<file path="config.mk">
export PLATFORM = sky130hd
export DESIGN_NAME = hazard_stall_ctrl_flat
export DESIGN_NICKNAME = d
export VERILOG_FILES = /design/src/rtl/hazard_stall_if.sv /design/src/rtl/hazard_stall_ctrl.sv /design/src/flat_wrapper.sv
export SDC_FILE = /design/constraint.sdc
export NUM_CORES = 1
export LEC_CHECK = 0
export ABC_AREA = 1
export CAP_MARGIN = 5
export CORE_MARGIN = 5
export CORE_UTILIZATION = 50
export CTS_BUF_LIST = sky130_fd_sc_hd__clkbuf_16
export CTS_CLUSTER_SIZE = 25
export DETAILED_ROUTE_END_ITERATION = 16
export DONT_BUFFER_PORTS = 1
export GPL_ROUTABILITY_DRIVEN = 0
export GPL_TIMING_DRIVEN = 0
export PLACE_DENSITY = 0.73
export SLEW_MARGIN = 20
export SYNTH_ARGS = -nofsm -noshare
export SYNTH_HDL_FRONTEND = slang
export SYNTH_SLANG_ARGS = --single-unit
</file>
<file path="constraint.sdc">
create_clock -name clk -period 2 [get_ports clk]
set_input_delay 0.1 -clock clk [delete_from_list [all_inputs] [get_ports clk]]
set_output_delay 0.1 -clock clk [all_outputs]
set_load 0.01 [all_outputs]
</file>
<file path="src/rtl/hazard_stall_if.sv">
// Hazard/stall control bundle between the pipeline hazard logic and the stall controller.
interface hazard_stall_if;
  logic        fetch_nop_LD;
  logic        call_or_branch;
  logic        branch_taken;
  logic        pc_write_en;
  logic        ifid_write_en;
  logic        idex_bubble;
  logic        ifid_flush;
  logic        stall_active;
  logic [15:0] stall_cycles;

  modport master (
    output fetch_nop_LD, call_or_branch, branch_taken,
    input  pc_write_en, ifid_write_en, idex_bubble, ifid_flush, stall_active, stall_cycles
  );

  modport slave (
    input  fetch_nop_LD, call_or_branch, branch_taken,
    output pc_write_en, ifid_write_en, idex_bubble, ifid_flush, stall_active, stall_cycles
  );
endinterface

</file>
<file path="src/rtl/hazard_stall_ctrl.sv">
// Pipeline stall/flush controller: one bubble per load-use hazard, bounded hold for
// call/branch hazards, redirect flush from EX overriding everything.
module hazard_stall_ctrl #(
  parameter int unsigned MAX_BR_STALL = 2
) (
  input  logic           clk,
  input  logic           rst_n,
  hazard_stall_if.slave  hz
);

  typedef enum logic [1:0] {IDLE, LU_MASK, BR_HOLD} state_t;
  typedef enum logic [1:0] {M_NORMAL, M_STALL, M_FLUSH} mode_t;

  localparam logic [2:0] BR_MAX = 3'(MAX_BR_STALL);

  state_t      state, state_nxt;
  logic [2:0]  br_cnt, br_cnt_nxt;
  mode_t       mode;
  logic        stall_active_q;
  logic [15:0] stall_cycles_q;

  always_ff @(posedge clk or negedge rst_n) begin
    if (!rst_n) begin
      state  <= IDLE;
      br_cnt <= 3'd0;
    end else begin
      state  <= state_nxt;
      br_cnt <= br_cnt_nxt;
    end
  end

  always_comb begin
    state_nxt  = state;
    br_cnt_nxt = br_cnt;
    mode       = M_NORMAL;
    if (hz.branch_taken) begin
      mode       = M_FLUSH;
      state_nxt  = IDLE;
      br_cnt_nxt = 3'd0;
    end else begin
      unique case (state)
        IDLE: begin
          if (hz.fetch_nop_LD) begin
            mode = M_STALL;
            if (hz.call_or_branch) begin
              state_nxt  = BR_HOLD;
              br_cnt_nxt = 3'd1;
            end else begin
              state_nxt  = LU_MASK;
              br_cnt_nxt = 3'd0;
            end
          end
        end
        // The load-use request is still visible for one cycle after its bubble; swallow it.
        LU_MASK: begin
          state_nxt  = IDLE;
          br_cnt_nxt = 3'd0;
        end
        BR_HOLD: begin
          if (hz.fetch_nop_LD && (br_cnt < BR_MAX)) begin
            mode       = M_STALL;
            br_cnt_nxt = br_cnt + 3'd1;
          end else if (hz.fetch_nop_LD) begin
            // Hold budget exhausted: let the pipe advance once, then mask the stale request.
            state_nxt  = LU_MASK;
            br_cnt_nxt = 3'd0;
          end else begin
            state_nxt  = IDLE;
            br_cnt_nxt = 3'd0;
          end
        end
        default: begin
          state_nxt  = IDLE;
          br_cnt_nxt = 3'd0;
        end
      endcase
    end
  end

  always_comb begin
    hz.pc_write_en   = 1'b1;
    hz.ifid_write_en = 1'b1;
    hz.idex_bubble   = 1'b0;
    hz.ifid_flush    = 1'b0;
    if (!rst_n) begin
      hz.pc_write_en   = 1'b0;
      hz.ifid_write_en = 1'b0;
      hz.idex_bubble   = 1'b1;
    end else begin
      unique case (mode)
        M_STALL: begin
          hz.pc_write_en   = 1'b0;
          hz.ifid_write_en = 1'b0;
          hz.idex_bubble   = 1'b1;
        end
        M_FLUSH: begin
          hz.idex_bubble = 1'b1;
          hz.ifid_flush  = 1'b1;
        end
        default: ;
      endcase
    end
  end

  // Registered copy of (state != IDLE); loaded from the same next-state as the state flop.
  always_ff @(posedge clk or negedge rst_n) begin
    if (!rst_n) begin
      stall_active_q <= 1'b0;
      stall_cycles_q <= 16'd0;
    end else begin
      stall_active_q <= (state_nxt != IDLE);
      if (!hz.pc_write_en && (stall_cycles_q != 16'hFFFF))
        stall_cycles_q <= stall_cycles_q + 16'd1;
    end
  end

  assign hz.stall_active = stall_active_q;
  assign hz.stall_cycles = stall_cycles_q;

endmodule
</file>
<file path="src/flat_wrapper.sv">
// flat-port wrapper written by rule: the top's interface ports become plain ports
module hazard_stall_ctrl_flat 
#(
  parameter int unsigned MAX_BR_STALL = 2
)
  (clk, rst_n, hz_fetch_nop_LD, hz_call_or_branch, hz_branch_taken, hz_pc_write_en, hz_ifid_write_en, hz_idex_bubble, hz_ifid_flush, hz_stall_active, hz_stall_cycles);
  hazard_stall_if hz_i ();
  input  logic clk;
  input  logic rst_n;
  input wire logic [$bits(hz_i.fetch_nop_LD)-1:0] hz_fetch_nop_LD;
  input wire logic [$bits(hz_i.call_or_branch)-1:0] hz_call_or_branch;
  input wire logic [$bits(hz_i.branch_taken)-1:0] hz_branch_taken;
  output wire logic [$bits(hz_i.pc_write_en)-1:0] hz_pc_write_en;
  output wire logic [$bits(hz_i.ifid_write_en)-1:0] hz_ifid_write_en;
  output wire logic [$bits(hz_i.idex_bubble)-1:0] hz_idex_bubble;
  output wire logic [$bits(hz_i.ifid_flush)-1:0] hz_ifid_flush;
  output wire logic [$bits(hz_i.stall_active)-1:0] hz_stall_active;
  output wire logic [$bits(hz_i.stall_cycles)-1:0] hz_stall_cycles;
  assign hz_i.fetch_nop_LD = hz_fetch_nop_LD;
  assign hz_i.call_or_branch = hz_call_or_branch;
  assign hz_i.branch_taken = hz_branch_taken;
  assign hz_pc_write_en = hz_i.pc_write_en;
  assign hz_ifid_write_en = hz_i.ifid_write_en;
  assign hz_idex_bubble = hz_i.idex_bubble;
  assign hz_ifid_flush = hz_i.ifid_flush;
  assign hz_stall_active = hz_i.stall_active;
  assign hz_stall_cycles = hz_i.stall_cycles;
  hazard_stall_ctrl #(.MAX_BR_STALL(MAX_BR_STALL)) u_core (.clk(clk), .rst_n(rst_n), .hz(hz_i));
endmodule
</file>
==> reports/metrics.cfg <==
[run_status]
status = finished, final reports clean

[timing]
timing.hold.ws_ns = 0.0221
setup_viol = 0
setup_tns_ns = 0
tightest_slew_ns = 0.497
finalHoldViolations = 0
worst_slack_ns = 0.334
clock-skew-final_ns = 0.00305
max_freq_mhz = 600
finalCritPeriodShare_pct = 83.3
drv_slew = 0
min_period_ns = 1.67
max-slew-margin-rel_pct = 66.9
grt_setup_unrepaired = no

[worst_setup_path]
crit_arrival_ns = 1.81
reg2reg_from = u_core.hz.stall_cycles[0]
critPathLaunchType = flop
crit_type = reg2reg
critical_path_required_ns = 2.15
critPathCaptureType = flop
reg2reg_slack_ns = 0.33
path_max_fanout = 6
reg2regPathDepth = 8
crit_path_start = u_core.hz.stall_cycles[0]

[clock_network]
h-tree-depth = 1
clock-root-buffer = clkbuf_16
cts_resized = 0
cts_tree = done
cts_buffers = 3
clk_latency_ns = 0.25
clockBufferDepth = 2
cts.clk_slew.worst_paths_ns = 0.06
cts.sinks = 22

[grt]
grt-ovfl-total = 0
grt_start_max_net_pins = 23
grt_pass1_vias = 1267
gr-usage-all-layers_pct = 16.8
grt_pass1_wl_um = 5550
antenna_found_initial = 0

[run]
cap_viol_max_count = 0

[synth]
yosys_warnings = 0
syn_nets = 210
synth.yosys.seq_area_share_pct = 38.3
synth_area_mm2 = 0.00144
ys_ff_latch = 22
syn_area_per_cell_um2 = 7.08
synth_cells = 203
ys_types = 22

[pwr]
vdd_drop_max_v = 0.000744
leakagePower_nw = 0.804
p_seq_share_pct = 48.5
power_mw = 1.22
power_frac_clock_pct = 34.5
p_per_area_mw_per_mm2 = 777
switchingPower_mw = 0.376
power.internal_mw = 0.845
swShare_pct = 30.8
p_comb_share_pct = 17.1

[cells_and_area]
design_area_mm2 = 0.00157
drive_gt1_share_pct = 13.4
diodes = 0
multiInputGateArea_um2 = 786
finalNonFillerCells = 240
nets = 217
areaGrowthSynthToFinish_pct = 9.23
regArea_um2 = 551
utilization_pct = 56.9
nFillCells = 268

[placement]
port_buffers = 0
placed_area_mm2 = 0.00148
dp_cells = 234
place_ws_ns = 0.370
dp_hpwl_um = 2350

[floorplanning]
core-area_mm2 = 0.00276
initial_core_util_pct = 52.1
boundaryPins = 26
die_area_mm2 = 0.00405
die_h_um = 63.6
fp-row-count = 19
die_w_um = 63.6

[hold_path]
holdPathStages = 3
hp-class = in2reg
holdCritStartpoint = hz_branch_taken

[drt]
drt-total-wl_um = 3060
ant_nets = 0
drtIter0Drc = 85
vias = 1293
post_drt_via_cell_ratio = 5.39
firstDrtPassIters = 4
wl_per_cell_um = 12.7
drc = 0

[state kept, by name (all words and copies together), names as in the netlist]
name / cells
u_core.br_cnt: 3
u_core.hz.stall_active: 1
u_core.hz.stall_cycles: 16
u_core.state: 2
[logic make-up after synthesis]
family | count (synthesis) | share of synthesized area (%)
XOR/XNOR | 7 | 4.26
flip-flops | 22 | 38.3
AND/OR/NAND/NOR | 141 | 45.2
adder cells (fa/ha/maj) | 2 | 1.74
AO/OA/AOI/OAI | 9 | 3.48
buffers and inverters | 22 | 7.05
[worst paths after layout]
| check | to |
|---|---|
| max reg2reg | u_core.hz.stall_cycles[14] |
| min | u_core.br_cnt[0] |
| max in group asynchronous | u_core.hz.stall_cycles[14] |
| min reg2reg | u_core.br_cnt[2] |
| min in group asynchronous | u_core.br_cnt[1] |
| max | u_core.hz.stall_cycles[14] |
[cells in the mapped netlist (all sizes together)]
library cell | count | area share [%]
o21ai | 8 | 3.0
nand4 | 5 | 2.2
xnor2 | 4 | 2.4
nor2 | 24 | 8.2
xor2 | 3 | 1.8
nand3b | 2 | 1.0
a31oi | 1 | 0.44
nand2 | 98 | 28
nand3 | 12 | 5.4
inv | 19 | 5.0
ha | 2 | 1.7
buf | 3 | 2.1
dfrtp | 22 | 38
[final cells by class]
type                    count  share of cell area (%)
multi-input cells         159                    50.0
flip-flops and latches     22                    35.1
clock buffers               3                    4.78
inverters                  19                    4.54
well taps                  31                    2.47
plain buffers               3                    1.91
repair buffers              2                   0.956
clock inverters             1                   0.239
[per-layer routing]
| metal | global-route usage [%] | share of wire, % | wire length [um] |
|---|---|---|---|
| met2 | 29.2 | 49 | 1510 |
| met3 | 3.55 | 7.9 | 240 |
| met5 | 0 | 0 | 0 |
| met4 | 7.27 | 2.4 | 74 |
| met1 | 19.8 | 40 | 1230 |
[power by group through the flow]
| stage | combinational [mW] | clock [mW] | sequential, mW |
|---|---|---|---|
| floorplan | 0.170 | 0 | 0.584 |
| CTS | 0.212 | 0.433 | 0.593 |
| detailed placement | 0.199 | 0 | 0.603 |
| finish | 0.208 | 0.421 | 0.591 |
| global placement | 0.192 | 0 | 0.602 |
| global route | 0.237 | 0.459 | 0.604 |
[critical path: stages (launching register included)]
cell and delay [ns]:
dfrtp_1 0.47, ha_1 0.25, nand3_2 0.13, nor2_1 0.35, nand3_1 0.13, nand2_1 0.08
nand2_1 0.06, nand2_2 0.06, nand2_1 0.04
[cells in the final DEF (no fill, tap or decap), drive strengths merged]
cell type,synthesis,final
xor2,3,3
a31oi,1,1
dlygate4sd3,0,1
nand4,5,5
nand3b,2,2
nor2,24,24
nand3,12,12
buf,3,4
clkbuf,0,3
nand2,98,98
ha,2,2
inv,19,19
o21ai,8,8
dfrtp,22,22
xnor2,4,4
clkinv,0,1
[what timing repair did]
item,in CTS,in global routing
endpoints found under the hold margin,22,22
setup buffers,0,0
hold buffers,1,1
Note: power is estimated with default switching activity, not from simulation.
